## config.mk

```make
export PLATFORM = sky130hd
export DESIGN_NAME = serial_output
export DESIGN_NICKNAME = d
export VERILOG_FILES = /design/src/rtl/serial_pkg.sv /design/src/rtl/serial_baud_counter.sv /design/src/rtl/serial_output.sv
export SDC_FILE = /design/constraint.sdc
export NUM_CORES = 1
export LEC_CHECK = 0
export CORE_ASPECT_RATIO = 0.7
export CORE_MARGIN = 4
export CORE_UTILIZATION = 28
export CTS_BUF_LIST = sky130_fd_sc_hd__clkbuf_4 sky130_fd_sc_hd__clkbuf_8
export CTS_CLUSTER_SIZE = 14
export DETAILED_ROUTE_END_ITERATION = 10
export PLACE_DENSITY = 0.64
export SYNTH_ARGS = -nofsm -noshare
export SYNTH_HDL_FRONTEND = slang
export SYNTH_SLANG_ARGS = --single-unit
```

## constraint.sdc

```tcl
create_clock -name clk -period 2.66 [get_ports clk]
set_clock_uncertainty 0.1 [all_clocks]
set_input_delay 0.798 -clock clk [delete_from_list [all_inputs] [get_ports clk]]
set_output_delay 0.798 -clock clk [all_outputs]
set_load 0.005 [all_outputs]
```

## src/rtl/serial_pkg.sv

```systemverilog
// Shared definitions for the serial transmit/receive blocks: FSM states, stream payload layout,
// and bit-timing helper.
package serial_pkg;

    localparam int unsigned DATA_BITS    = 8;
    localparam int unsigned STREAM_WIDTH = 32;
    localparam int unsigned IDX_W        = $clog2(DATA_BITS);
    localparam int unsigned PAD_BITS     = STREAM_WIDTH - DATA_BITS;

    typedef enum logic [2:0] {
        IDLE   = 3'd0,
        START  = 3'd1,
        DATA   = 3'd2,
        PARITY = 3'd3,
        STOP   = 3'd4
    } serial_state_e;

    // Stream word as seen on the rs232 ports; only the low byte travels on the line.
    typedef struct packed {
        logic [PAD_BITS-1:0]  pad;
        logic [DATA_BITS-1:0] data;
    } rs232_word_t;

    function automatic int unsigned clocks_per_bit(input int unsigned clock_frequency,
                                                   input int unsigned baud_rate);
        return clock_frequency / baud_rate;
    endfunction

endpackage

```

## src/rtl/serial_baud_counter.sv

```systemverilog
// Bit-time counter: counts 0..CLOCKS_PER_BIT-1 and flags the terminal count with a registered pulse.
module serial_baud_counter #(
    parameter int unsigned CLOCKS_PER_BIT = 2
) (
    input  logic clk,
    input  logic rst,
    input  logic clear,
    output logic bit_done
);

    localparam int unsigned CNT_W = (CLOCKS_PER_BIT > 2) ? $clog2(CLOCKS_PER_BIT) : 1;
    localparam logic [CNT_W-1:0] TERMINAL = CNT_W'(CLOCKS_PER_BIT - 1);

    logic [CNT_W-1:0] cnt_q, cnt_d;
    logic             done_q, done_d;

    // done_q mirrors (cnt_q == TERMINAL) so the pulse is registered yet aligned with the count.
    always_comb begin
        cnt_d  = cnt_q + CNT_W'(1);
        if (clear || (cnt_q == TERMINAL)) begin
            cnt_d = '0;
        end
        done_d = !clear && (cnt_d == TERMINAL);
    end

    always_ff @(posedge clk) begin
        if (rst) begin
            cnt_q  <= '0;
            done_q <= 1'b0;
        end else begin
            cnt_q  <= cnt_d;
            done_q <= done_d;
        end
    end

    assign bit_done = done_q;

endmodule

```

## src/rtl/serial_output.sv

```systemverilog
// UART transmitter draining the rs232 TX stb/ack stream; 8N1 by default,
// 8E1 when SERIAL_OUTPUT_PARITY_EN is defined.
module serial_output
    import serial_pkg::*;
#(
    parameter int unsigned CLOCK_FREQUENCY = 50000000,
    parameter int unsigned BAUD_RATE       = 115200
) (
    input  logic                    clk,
    input  logic                    rst,
    input  logic [STREAM_WIDTH-1:0] input_rs232_tx,
    input  logic                    input_rs232_tx_stb,
    output logic                    input_rs232_tx_ack,
    output logic                    tx
);

    localparam int unsigned CLOCKS_PER_BIT = clocks_per_bit(CLOCK_FREQUENCY, BAUD_RATE);

    serial_state_e        state_q, state_d;
    logic                 ack_q, ack_d;
    logic                 tx_q, tx_d;
    logic [DATA_BITS-1:0] data_q, data_d;
    logic [IDX_W-1:0]     idx_q, idx_d;
    logic                 bit_done;
    logic                 baud_clear_c;
    rs232_word_t          word_c;
    logic                 unused_pad_c;

    assign word_c       = rs232_word_t'(input_rs232_tx);
    assign unused_pad_c = ^word_c.pad;

    // Counter is held at zero while idle so the start bit gets a full bit time from accept.
    assign baud_clear_c = (state_q == IDLE);

    serial_baud_counter #(
        .CLOCKS_PER_BIT(CLOCKS_PER_BIT)
    ) u_baud (
        .clk     (clk),
        .rst     (rst),
        .clear   (baud_clear_c),
        .bit_done(bit_done)
    );

    always_comb begin
        state_d = state_q;
        ack_d   = 1'b0;
        data_d  = data_q;
        idx_d   = idx_q;
        tx_d    = 1'b1;

        case (state_q)
            IDLE: begin
                if (input_rs232_tx_stb && !ack_q) begin
                    state_d = START;
                    ack_d   = 1'b1;
                    data_d  = word_c.data;
                    idx_d   = '0;
                end
            end
            START: begin
                if (bit_done) begin
                    state_d = DATA;
                    idx_d   = '0;
                end
            end
            DATA: begin
                if (bit_done) begin
                    if (idx_q == IDX_W'(DATA_BITS - 1)) begin
                        idx_d = '0;
`ifdef SERIAL_OUTPUT_PARITY_EN
                        state_d = PARITY;
`else
                        state_d = STOP;
`endif
                    end else begin
                        idx_d = idx_q + IDX_W'(1);
                    end
                end
            end
`ifdef SERIAL_OUTPUT_PARITY_EN
            PARITY: begin
                if (bit_done) begin
                    state_d = STOP;
                end
            end
`endif
            STOP: begin
                if (bit_done) begin
                    state_d = IDLE;
                end
            end
            default: begin
                state_d = IDLE;
            end
        endcase

        // Line level is derived from the upcoming state so tx is registered with no extra lag.
        case (state_d)
            START:   tx_d = 1'b0;
            DATA:    tx_d = data_d[idx_d];
`ifdef SERIAL_OUTPUT_PARITY_EN
            PARITY:  tx_d = ^data_d;
`endif
            default: tx_d = 1'b1;
        endcase
    end

    always_ff @(posedge clk) begin
        if (rst) begin
            state_q <= IDLE;
            ack_q   <= 1'b0;
            tx_q    <= 1'b1;
            data_q  <= '0;
            idx_q   <= '0;
        end else begin
            state_q <= state_d;
            ack_q   <= ack_d;
            tx_q    <= tx_d;
            data_q  <= data_d;
            idx_q   <= idx_d;
        end
    end

    assign input_rs232_tx_ack = ack_q;
    assign tx                 = tx_q;

endmodule

```

==> out/results.tsv, run 1 <==
metric	value	unit
status	finished, final reports clean	
dr_wl_met2	1150	µm
cts_max_level	1	
grt_pass1_vias	969	
power	761	µW
cp_max_fo	5	
port_buffers	12	
grt_overflow	0	
cp-start-kind	flop	
met3_wirelength	191	µm
num_vias	1110	
slew_headroom	68.1	%
fin_crit_sh	90.9	%
cts_tree	yes	
hold_path_end	u_baud.cnt_q[0]$_SDFF_PP0_	
grt_max_degree	18	
ys_ff_latch	26	
dp_hpwl	2160	µm
drtAntennaViolNets	0	
timing.final.ws_setup	0.242	ns
antenna_found_initial	0	
arrival	2.47	ns
die_height	65.5	µm
maxSlewViolCount	0	
yosys.cell_types.count	43	
wl	2940	µm
drt-vias-per-instance	5.07	
yosysTopAreaCell	dfxtp_1	
setup-violations-final	0	
root_buffer	clkbuf_8	
nNetsFinal	204	
min-delay-start	u_baud.cnt_q[0]$_SDFF_PP0_	
regToRegSetupSlack	0.24	ns
gp_congestion	0.765	
synth_adder_area_share	3.78	%
grt_pass1_wl	4820	µm
max_freq	414	MHz
postCtsSetupBuffers	0	
drt-met1-wl	1590	µm
design.die.area	5900	µm²
synth_simple_gate_area_share	25.9	%
synth.cell_area	1320	µm²
r2r_cells	8	
synthTopCellsByArea	dfxtp_1 39%, nor2_1 5.4%, ha_1 3.8%	
crit_top_cell	ha_1	
grt_use_total	10.1	%
synthXorXnorAreaFrac	4.64	%
p_leak	0.000579	µW
syn_avg_cell_area	8.94	µm²
ys.flop_type	dfxtp_1	
route.detailed.drc	0	
fin_tns_setup	0	ns
final_area	1660	µm²
cts.sinks	26	
whs_path_depth	1	
crit_family	compound AO/OA/AOI/OAI gates	
worstPathRequired	2.71	ns
utilization	37.3	%
io_pins	37	
initial_core_util	29.7	%
top_layer	met4	
synthToLayoutAreaGrowth	25.7	%
path_cells	ha_1 -> ha_1 -> nor3b_1 -> a32o_1 -> or2_4 -> o2111ai_4 -> a41oi_2 -> a2111o_1	
die_width	90.1	µm
first_pass_iters	4	
ys_warn_count	0	
synth_top_family_by_area	simple AND/OR/NAND/NOR gates	
synthMuxAreaShare	3.41	%
path_clk_slew	0.09	ns
drt_iter0_drc	37	
synth_edf_count	0	
rsz0062_at_grt	false	
r2r_end	tx$_SDFF_PP1_	
critPathBufInv	0	
clock_latency	0.27	ns
powerDensity	458	nW/µm²
synth_commonest_cells	26 x dfxtp_1, 19 x nor2_1, 8 x a21oi_1	
layout-drive-gt1-share	18.3	%
core_area	4450	µm²
wire_per_inst	13.4	µm
place_area	1530	µm²
hold_class	reg -> reg	
synth_most_common_cell	dfxtp_1	
synth-compound-area-share	19.4	%
slowest_delay	0.43	ns
async_flop_share	0	%
cts_buffer_depth	2	
worst_pin_slew	0.479	ns
cts_buffers	3	
syn_nets	187	
netlist.area_leader.share	39.4	%
ir_worst_vdd	0.000207	V
ys_seq_area_share	39.4	%
diodes	0	
hold_viol	0	
post-route-min-period	2.42	ns
fillers	451	
cp_slowest_cell	dfxtp_1	
maxCapViolCount	0	
rows	20	
rr_startpoint	idx_q[0]$_SDFF_PP0_	
end_kind	flop	
synthCells	148	
path_class	reg -> reg	
place_ws	-0.449	ns
layer usage:
layer / GRT usage (%) / up-vias
met5: 0 / -
met4: 1.72 / 0
met3: 3.66 / 2
met2: 13.1 / 27
met1: 15.7 / 513
li1: - / 568
worst max-delay path by stage:
stage,start,end,slack (ns),cells after the start
after CTS,input_rs232_tx_stb,tx$_SDFF_PP1_,0.002,7
after detailed placement,input_rs232_tx_stb,tx$_SDFF_PP1_,-0.45,7
after global placement,input_rs232_tx_stb,tx$_SDFF_PP1_,-0.43,7
final,idx_q[0]$_SDFF_PP0_,tx$_SDFF_PP1_,0.24,8
after global routing,idx_q[0]$_SDFF_PP0_,tx$_SDFF_PP1_,0.12,8
after floorplan,input_rs232_tx_stb,tx$_SDFF_PP1_,0.32,6
per-stage QoR:
stage	std cells	hold slack, ns
final	219	0.418
after global routing	219	0.450
after CTS	219	0.415
after detailed placement	215	0.402
after global placement	215	0.383
after floorplan	148	0.367
power by group:
| part | internal, µW | switching (µW) |
|---|---|---|
| Combinational | 53.3 | 43.6 |
| Sequential | 402 | 11.2 |
| Clock | 132 | 118 |
| Total | 588 | 173 |
area by class of cell:
type	instances	area, µm²	area share (%)
Clock buffer	4	55.1	3.31
Timing Repair Buffer	20	183	11.0
Inverter	2	7.51	0.451
Multi-Input combinational cell	112	828	49.8
Tap cell	55	68.8	4.14
Sequential cell	26	520	31.3
layout by cell type (no fill, tap or decap), drive strengths merged, types with 6 or more instances in the layout:
master,n
dfxtp,26
nor2,19
clkdlybuf4s50,11
a21oi,8
buf,8
nand2,8
nand3,7
nor2b,6
o21ai,6
repair_timing:
| action | in CTS | in global routing |
|---|---|---|
| hold endpoints to repair | 0 | 0 |
| pin swaps | 1 | 4 |
| hold buffers | 0 | 0 |
| gates resized for setup | 10 | 4 |
| setup endpoints to repair | 1 | 1 |
kinds of logic (layout without fill, tap and decap cells):
| family | count (synthesis) | after routing |
|---|---|---|
| and+or+nand+nor | 61 | 61 |
| AOI/OAI and AO/OA | 36 | 36 |
| DFF | 26 | 26 |
| buffers and inverters | 10 | 26 |
| xor gates and xnor gates | 7 | 7 |
| adders and majority gates | 4 | 4 |
| muxes | 4 | 4 |
flip-flops by register name, summed over array words and instances, names as in the netlist:
| register | flops |
|---|---|
| u_baud.bit_done | 1 |
| tx | 1 |
| u_baud.cnt_q | 9 |
| idx_q | 3 |
| data_q | 8 |
| state_q | 3 |
| input_rs232_tx_ack | 1 |
(Power assumes the default switching activity.)
==> run 2: changes to the inputs <==
--- a/config.mk
+++ b/config.mk
@@ -5,6 +5,7 @@
 export SDC_FILE = /design/constraint.sdc
 export NUM_CORES = 1
 export LEC_CHECK = 0
+export CAP_MARGIN = 0
 export CORE_ASPECT_RATIO = 0.7
 export CORE_MARGIN = 4
 export CORE_UTILIZATION = 28
==> results of run 2 <==
Final layout, timing and power as in run 1 (identical DEF).
==> run 3: changes to the inputs <==
--- a/config.mk
+++ b/config.mk
@@ -8,11 +8,11 @@
 export CAP_MARGIN = 0
 export CORE_ASPECT_RATIO = 0.7
 export CORE_MARGIN = 4
-export CORE_UTILIZATION = 28
+export CORE_UTILIZATION = 49
 export CTS_BUF_LIST = sky130_fd_sc_hd__clkbuf_4 sky130_fd_sc_hd__clkbuf_8
 export CTS_CLUSTER_SIZE = 14
 export DETAILED_ROUTE_END_ITERATION = 10
-export PLACE_DENSITY = 0.64
+export PLACE_DENSITY = 0.94
 export SYNTH_ARGS = -nofsm -noshare
 export SYNTH_HDL_FRONTEND = slang
 export SYNTH_SLANG_ARGS = --single-unit
==> run 3 against run 2 <==
  * Via count is 4.4% higher
  * Cell count is 11% lower
  * Die area is 39% lower
  * Wire length is 6.5% higher
  * Sequential cell count stayed put
  * Sequential share of layout area is 1.5 points higher
  * Critical path depth is 1 lower
  * Critical path type is now in -> reg
  * Largest cell class unchanged
==> out/results.tsv, run 3 (same netlist as run 1, synthesis figures left out) <==
metric	value	unit
gp_congestion	0.893	
nNetsFinal	202	
slew_headroom	67.8	%
largest_reg_flops	9	
postCtsSetupBuffers	0	
ir_worst_vdd	0.000402	V
biggestRegsByFlops	u_baud.cnt_q: 9 flops, data_q: 8 flops	
grt_use_total	18.9	%
grt_overflow	0	
worstPathRequired	2.72	ns
cts_buffers	3	
hold_viol	0	
io_pins	37	
grt_pass1_vias	1129	
die_width	70.1	µm
hold_ws	0.420	ns
grt_pass1_wl	5460	µm
hold_buffers	0	
p_leak	0.000566	µW
cp-start-kind	primary input	
port_buffers	12	
cts_buffer_depth	2	
core_area	2510	µm²
worst_pin_slew	0.483	ns
status	finished, final reports clean	
synthToLayoutAreaGrowth	20.2	%
setup-violations-final	0	
cts.sinks	26	
drt_iter0_drc	91	
diodes	0	
post-route-min-period	2.52	ns
slowest_delay	0.40	ns
dp_hpwl	2290	µm
route.detailed.drc	0	
powerDensity	521	nW/µm²
cp_max_fo	5	
cp_slowest_cell	a2111o_1	
cts_max_level	1	
wire_per_inst	16.0	µm
wl	3130	µm
end_kind	flop	
path_clk_slew	0.09	ns
cts_resized	6	
fin_crit_sh	94.9	%
design.die.area	3610	µm²
max_freq	396	MHz
root_buffer	clkbuf_8	
layout-drive-gt1-share	14.8	%
maxSlewViolCount	0	
initial_core_util	52.6	%
rows	15	
die_height	51.5	µm
num_vias	1159	
final_cell_mix	25 x dfxtp_1, 19 x nor2_1, 11 x clkdlybuf4s50_1	
grt_max_degree	18	
drtAntennaViolNets	0	
path_cells	dlygate4sd2_1 -> and2b_2 -> nand2_4 -> mux2_2 -> o2111ai_1 -> a41oi_2 -> a2111o_1	
maxCapViolCount	0	
antenna_found_initial	0	
arrival	2.58	ns
rsz0062_at_grt	false	
drt-vias-per-instance	5.91	
final_common_cell	dfxtp_1	
clock_latency	0.27	ns
top_register	u_baud.cnt_q	
power	827	µW
path_class	in -> reg	
cts_tree	yes	
first_pass_iters	4	
hold_class	reg -> reg	
run 3: final cells by class:
class                      instances  area (µm²)
clock buffer                       3        41.3
clock inverter                     1        30.0
fill                             206         926
inverter                           2        7.51
multi-input combinational        112         782
sequential                        26         522
tap                               34        42.5
timing repair buffer              18         164
run 3: per-layer routing:
layer,vias up,routed length (µm),track usage (%)
met3,4,208,3.93
met5,-,0,0
li1,562,-,-
met1,538,1460,25.0
met2,55,1420,31.3
met4,0,38,5.41
run 3: worst paths after layout:
| path | from | to | slack, ns | cells past startpoint |
|---|---|---|---|---|
| worst max-delay path | input_rs232_tx_stb | tx$_SDFF_PP1_ | 0.14 | 7 |
| worst min-delay path | data_q[1]$_SDFF_PP0_ | data_q[1]$_SDFF_PP0_ | 0.42 | 2 |
| worst max register to register | idx_q[1]$_SDFF_PP0_ | tx$_SDFF_PP1_ | 0.20 | 8 |
| worst min register to register | data_q[1]$_SDFF_PP0_ | data_q[1]$_SDFF_PP0_ | 0.42 | 2 |
run 3: report_power, final:
| part | internal (µW) | switching (µW) | total, µW | leakage (µW) |
|---|---|---|---|---|
| Clock | 201 | 122 | 323 | 0.0000357 |
| Combinational | 47.2 | 43.2 | 90.4 | 0.000318 |
| Sequential | 403 | 11.0 | 414 | 0.000212 |
run 3: critical path, delay by kind of cell:
| kind | cells | cell delay (ns) |
|---|---|---|
| AO/OA/AOI/OAI | 3 | 0.83 |
| buffers and inverters | 1 | 0.27 |
| multiplexers | 1 | 0.35 |
| AND/OR/NAND/NOR | 2 | 0.33 |
run 3: through the flow:
stage | utilization (%) | instances | area [µm²] | worst slack, ns | TNS [ns]
2_1_floorplan | - | 148 | 1320 | 0.323 | 0
3_3_place_gp | 59.3 | 192 | 1490 | -0.304 | -0.304
3_5_place_dp | 59.3 | 192 | 1490 | -0.385 | -0.408
4_1_cts | 63.1 | 196 | 1590 | 0.192 | 0
5_1_grt | 63.2 | 196 | 1590 | 0.0217 | 0
6_report | 63.2 | 196 | 1590 | 0.137 | 0
